## src/rtl/pc_unit.sv

```systemverilog
`default_nettype none
// ============================================================================
// Module   : pc_unit
// Brief    : Fetch-stage program counter with priority next-PC selection,
//            stall hold, redirect pulse and optional return-address stack
//            (enabled by defining PC_RAS_EN).
// Revision : 1.0
// ============================================================================
module pc_unit #(
   parameter int                N_BITS     = 32,
   parameter logic [N_BITS-1:0] RESET_PC   = 32'h00400000,
   parameter logic [N_BITS-1:0] EXC_VECTOR = 32'h80000180,
   parameter int                RAS_DEPTH  = 4
) (
   input  logic              clk,
   input  logic              reset,
   input  logic              stall_i,
   input  logic              branch_taken_i,
   input  logic [N_BITS-1:0] branch_target_i,
   input  logic              jump_i,
   input  logic [N_BITS-1:0] jump_target_i,
   input  logic              call_i,
   input  logic              ret_i,
   input  logic [N_BITS-1:0] ret_target_i,
   input  logic              exc_i,
   output logic [N_BITS-1:0] pc_value_o,
   output logic [N_BITS-1:0] pc_plus4_o,
   output logic              redirect_o,
   output logic              misaligned_o,
   output logic              ras_underflow_o
);

   logic [N_BITS-1:0] r_pc;
   logic              r_redirect;
   logic              r_misaligned;

   logic [N_BITS-1:0] w_pc_plus4;
   logic [N_BITS-1:0] w_ret_addr;
   logic [N_BITS-1:0] w_target;
   logic              w_load;
   logic              w_take;
   logic              w_push;
   logic              w_pop;

   assign w_pc_plus4 = r_pc + N_BITS'(4);
   assign w_take     = ~exc_i & ~stall_i;
   assign w_pop      = w_take & ret_i;
   assign w_push     = w_take & ~ret_i & jump_i & call_i;

   always_comb begin
      w_target = '0;
      w_load   = 1'b0;
      if (exc_i) begin
         w_target = EXC_VECTOR;
         w_load   = 1'b1;
      end else if (!stall_i) begin
         if (ret_i) begin
            w_target = w_ret_addr;
            w_load   = 1'b1;
         end else if (jump_i) begin
            w_target = jump_target_i;
            w_load   = 1'b1;
         end else if (branch_taken_i) begin
            w_target = branch_target_i;
            w_load   = 1'b1;
         end
      end
   end

   // Stall without exception holds PC and misaligned; only redirect drops.
   always_ff @(posedge clk) begin
      if (reset) begin
         r_pc         <= RESET_PC;
         r_redirect   <= 1'b0;
         r_misaligned <= 1'b0;
      end else if (exc_i || !stall_i) begin
         r_pc         <= w_load ? {w_target[N_BITS-1:2], 2'b00} : w_pc_plus4;
         r_redirect   <= w_load;
         r_misaligned <= w_load & (|w_target[1:0]);
      end else begin
         r_redirect   <= 1'b0;
      end
   end

`ifdef PC_RAS_EN
   localparam int c_PTR_W = (RAS_DEPTH > 1) ? $clog2(RAS_DEPTH) : 1;
   localparam int c_CNT_W = $clog2(RAS_DEPTH + 1);

   logic [N_BITS-1:0]  r_ras [RAS_DEPTH];
   logic [c_PTR_W-1:0] r_wr_ptr;
   logic [c_CNT_W-1:0] r_count;
   logic               r_ras_underflow;
   logic [c_PTR_W-1:0] w_top_ptr;
   logic [c_PTR_W-1:0] w_wr_next;
   logic               w_ras_hit;

   // Circular buffer: r_wr_ptr is the next free slot, the top sits just below.
   assign w_top_ptr  = (r_wr_ptr == '0) ? c_PTR_W'(RAS_DEPTH - 1)
                                        : r_wr_ptr - c_PTR_W'(1);
   assign w_wr_next  = (r_wr_ptr == c_PTR_W'(RAS_DEPTH - 1)) ? '0
                                        : r_wr_ptr + c_PTR_W'(1);
   assign w_ras_hit  = (r_count != '0);
   assign w_ret_addr = w_ras_hit ? r_ras[w_top_ptr] : ret_target_i;

   always_ff @(posedge clk) begin
      if (reset) begin
         r_wr_ptr        <= '0;
         r_count         <= '0;
         r_ras_underflow <= 1'b0;
      end else begin
         r_ras_underflow <= w_pop & ~w_ras_hit;
         if (w_push) begin
            r_wr_ptr <= w_wr_next;
            if (r_count != c_CNT_W'(RAS_DEPTH))
               r_count <= r_count + c_CNT_W'(1);
         end else if (w_pop && w_ras_hit) begin
            r_wr_ptr <= w_top_ptr;
            r_count  <= r_count - c_CNT_W'(1);
         end
      end
   end

   // Entry storage carries no reset; occupancy alone defines validity.
   always_ff @(posedge clk) begin
      if (!reset && w_push)
         r_ras[r_wr_ptr] <= w_pc_plus4;
   end

   assign ras_underflow_o = r_ras_underflow;
`else
   logic w_unused_ras;

   assign w_ret_addr      = ret_target_i;
   assign ras_underflow_o = 1'b0;
   assign w_unused_ras    = w_push | w_pop;
`endif

   assign pc_value_o   = r_pc;
   assign pc_plus4_o   = w_pc_plus4;
   assign redirect_o   = r_redirect;
   assign misaligned_o = r_misaligned;

endmodule
`default_nettype wire
```

## config.mk

```make
export PLATFORM = sky130hd
export DESIGN_NAME = pc_unit
export DESIGN_NICKNAME = d
export VERILOG_FILES = /design/src/rtl/pc_unit.sv
export SDC_FILE = /design/constraint.sdc
export NUM_CORES = 1
export LEC_CHECK = 0
export CAP_MARGIN = 20
export CORE_MARGIN = 10
export CORE_UTILIZATION = 42
export CTS_CLUSTER_SIZE = 25
export DETAILED_ROUTE_END_ITERATION = 8
export PLACE_DENSITY = 0.88
export SLEW_MARGIN = 0
export SYNTH_ARGS = -nofsm -noshare
export SYNTH_HDL_FRONTEND = slang
export SYNTH_SLANG_ARGS = --single-unit
```

## constraint.sdc

```tcl
create_clock -name clk -period 4.7 [get_ports clk]
set_input_delay 0.705 -clock clk [delete_from_list [all_inputs] [get_ports clk]]
set_output_delay 0.705 -clock clk [all_outputs]
set_load 0.02 [all_outputs]
```

**Word level (Yosys, flattened, before mapping)**

Cells that the tools add are included.

- Bits in registers: 34
- Output and inout port bits: 67
- Logic and storage cells: 21
- Input bits: 104

- Reductions and logical operators: 4
- Bitwise gates (word level): 2
- $add $sub $neg: 1
- Multiplexer cells: 11

Operator list:

| cell | number |
|---|---|
| two-way mux 32 bit | 6 |
| adder 32 x 3 -> 32 bit (second input constant) | 1 |
| two-way mux 1 bit | 5 |
| OR reduction 2 bit | 2 |
| AND 1 bit | 1 |
| zero test 1 bit | 1 |
| logical OR 1 bit | 1 |
| NOT 1 bit | 1 |

**Depth between registers and ports, before layout**

- Depth after elaboration: 7
- Depth in mapped cells: 8
- Gate-level depth less buffers: 6

**Least setup slack after synthesis**

Ideal clock, no wire load.

- Path kind: register to output
- From: register r_pc[5] (netlist: pc_value_o[5])
- To: output pc_plus4_o[28]
- Setup slack: 1.947 ns
- Stages on the path, launching flop included: 7
- Buffers on the path: 2
- Data required time: 3.995 ns
- Arrival: 2.048 ns
- Cell sequence: dfxtp_1 -> and4_1 -> buf_4 -> nand4_4 -> buf_2 -> nor4_1 -> xor2_1

- Word-level cells in the longest chain between the ends: 1

RTL lines:

| element | RTL line | RTL |
|---|---|---|
| start: declaration | 33 | `logic [N_BITS-1:0] r_pc;` |
| start signal: assignment | 77 | `r_pc <= w_load ? {w_target[N_BITS-1:2], 2'b00} : w_pc_plus4;` |
| adder 32 x 3 -> 32 bit | 45 | `assign w_pc_plus4 = r_pc + N_BITS'(4);` |
| end: declaration | 27 | `output logic [N_BITS-1:0] pc_plus4_o,` |

Every way passes these cells.

**Final worst setup path**

- From: register r_pc[4] (netlist: pc_value_o[4])
- To: output pc_plus4_o[27]

Same word-level chain as after synthesis.

==> flow_summary.ini <==
[global_routing]
overflow = 0
antenna_found_initial = 0
grt_pass1_vias = 3757
grt_pass1_wl_um = 19000
grtUsageTotal_pct = 22.5
grt_start_max_net_pins = 31

[layout]
final_common_cell = clkdlybuf4s50_1
drive_gt1_share_pct = 5.67
multi_input_area_mm2 = 0.00205
seq_area_um2 = 641
n_antenna_cell = 0
area_growth_pct = 58.9
final_cell_mix = 163 x clkdlybuf4s50_1, 45 x nand2_1, 34 x nor2_1, 32 x o21ai_0, 32 x dfxtp_1
fin_nets = 652
fillers = 585

[timing]
drv_slew = 0
setup_viol = 0
tightest_slew_ns = 1.03
rsz0062_at_grt = no
fin_crit_ns = 3.68
fin_crit_sh_pct = 78.3
skew_ns = 0.00803
slew_headroom_pct = 31.0
tns_ns = 0
fmax_ghz = 0.272
hold_viol_final = 0
setup_slack_ns = 1.02

[logic_synthesis]
yosys_register_bits = 32
synth_top_family_by_area = simple AND/OR/NAND/NOR gates
synth-async-reset-ratio_pct = 0
synth_compound_area_share_pct = 29.1
synth_seq_area_share_pct = 22.1
syn_avg_cell_area_um2 = 7.11
ys_warn_count = 0
syn-cell-area_mm2 = 0.00290
synth_ff_type = dfxtp_1
ys_types = 61
synthSimpleGateAreaFrac_pct = 29.8
synth_cells = 408
synth_xor_area_share_pct = 8.16
synth_edf_count = 0
synth.area.mux_share_pct = 2.46
synth_adder_area_share_pct = 0.432

[power_and_ir_drop]
power_switching_mw = 0.267
p_comb_share_pct = 35.3
power_frac_seq_pct = 36.6
clkPwrFrac_pct = 28.1
total_power_mw = 0.842
p_int_mw = 0.576
p_leak_nw = 1.65
sw_frac_of_total_pct = 31.7
irDropWorstVdd_mv = 0.110
p_per_area_mw_per_mm2 = 183

[drt]
ant_nets = 0
wl_um = 12300
wl_per_cell_um = 19.6
dr_total_vias = 3740
viasPerCell = 5.96
drcViolationCount = 0
first_pass_iters = 5
drtIter0Drc = 369

[run]
drv_cap = 0

[clock_network]
cts_setup_buffers = 0
numCtsBuffers = 5
clkSinkCount = 32
hold_buffers = 0
clock_latency_ns = 0.29
path_clk_slew_ns = 0.07
clk_path_buf_depth = 2
cts_resized = 0
clock-root-buffer = clkbuf_8
cts_tree = built
htree_num_levels = 2

[placed_design]
gp_congestion = 0.913
dp_slack_ns = 1.24
dp.final_hpwl_um = 9620
io_buffers = 164

[worst_setup_path]
crit_fanout = 10
worstPathArrival_ns = 2.98
crit_required_ns = 3.99
critPathKind = register to output pin
critPathCaptureType = output pin
cp-start-kind = register

[worst_hold_path]
hold_class = register to register

[floorplanning]
core_mm2 = 0.00676
rows = 30
die_x_um = 103
die_area_mm2 = 0.0106
fp.dieH_um = 103
io_pins = 171
start_util_pct = 42.9

[status]
status = finished clean
==> routing by layer <==
| metal | GRT usage (%) | up-vias | wire, µm |
|---|---|---|---|
| met5 | 0 | - | 0 |
| met4 | 7.59 | 0 | 347 |
| met3 | 8.51 | 29 | 1420 |
| met2 | 37.5 | 222 | 5910 |
| met1 | 25.7 | 1706 | 4610 |
| li1 | - | 1783 | - |
==> worst max-delay path, stage by stage (launching register included) <==
cell and delay (ns):
dfxtp_1 0.48, and3_1 0.57, nand4_1 0.18, nor4_1 0.62, xor2_1 0.19, clkdlybuf4s50_1 0.64
==> area by class of cell <==
class                   count  area share, %
flip-flops and latches     32           13.9
well taps                  80           2.17
inverters                   6          0.489
repair buffers            172           36.8
multi-input cells         330           44.5
clock buffers               7           2.09
==> per-stage QoR <==
stage | instances | hold slack (ns) | utilization [%] | area, µm²
6_report | 627 | 0.518 | 68.2 | 4610
3_5_place_dp | 620 | 0.506 | 66.7 | 4510
2_1_floorplan | 412 | 0.582 | - | 2910
4_1_cts | 627 | 0.520 | 68.2 | 4610
5_1_grt | 627 | 0.571 | 68.2 | 4610
3_3_place_gp | 620 | 0.493 | 66.7 | 4510
==> registers in the layout, indices dropped and copies added, names as in the netlist <==
| signal | count |
|---|---|
| pc_value_o | 30 |
| misaligned_o | 1 |
| redirect_o | 1 |
==> cells by family after synthesis <==
logic type                 after synthesis
and+or+nand+nor                        163
AOI/OAI and AO/OA                      127
buffers and inverters                   50
DFF                                     32
xor gates and xnor gates                27
muxes                                    7
adders and majority gates                1
other                                    1
==> worst paths after layout <==
check | from | end | slack, ns | cells after the start
worst max register to register | pc_value_o[5] | pc_value_o[22] | 2.35 | 5
worst min register to register | misaligned_o | misaligned_o | 0.52 | 2
worst min-delay path | misaligned_o | misaligned_o | 0.52 | 2
worst max-delay path | pc_value_o[4] | pc_plus4_o[27] | 1.02 | 5
==> synth_stat cells, drive strengths merged (4+ instances only) <==
cell type	instances	area share [%]
xor2	13	3.9
and4	4	1.3
a31oi	8	1.7
nand2	46	6.2
and3	4	0.91
o211ai	9	2.3
nor2	34	4.4
mux2i	6	2.1
and2	6	1.3
nand3	10	1.7
nor3	16	2.9
nor4	9	2.2
inv	6	0.78
nand4	11	3.1
a211oi	5	1.3
buf	14	3.1
a21oi	17	2.9
clkbuf	30	3.9
o21ai	32	5.5
dfxtp	32	22
xnor2	14	4.2
or3	6	1.3
a22oi	30	7.8
a221oi	9	2.7
==> power groups by stage <==
stage | logic, mW | clock network, mW | registers (mW)
6_report | 0.297 | 0.237 | 0.308
5_1_grt | 0.319 | 0.246 | 0.311
4_1_cts | 0.297 | 0.234 | 0.308
3_5_place_dp | 0.296 | 0 | 0.314
3_3_place_gp | 0.292 | 0 | 0.313
2_1_floorplan | 0.124 | 0 | 0.322
No activity file was read; power rests on OpenSTA's default activity.
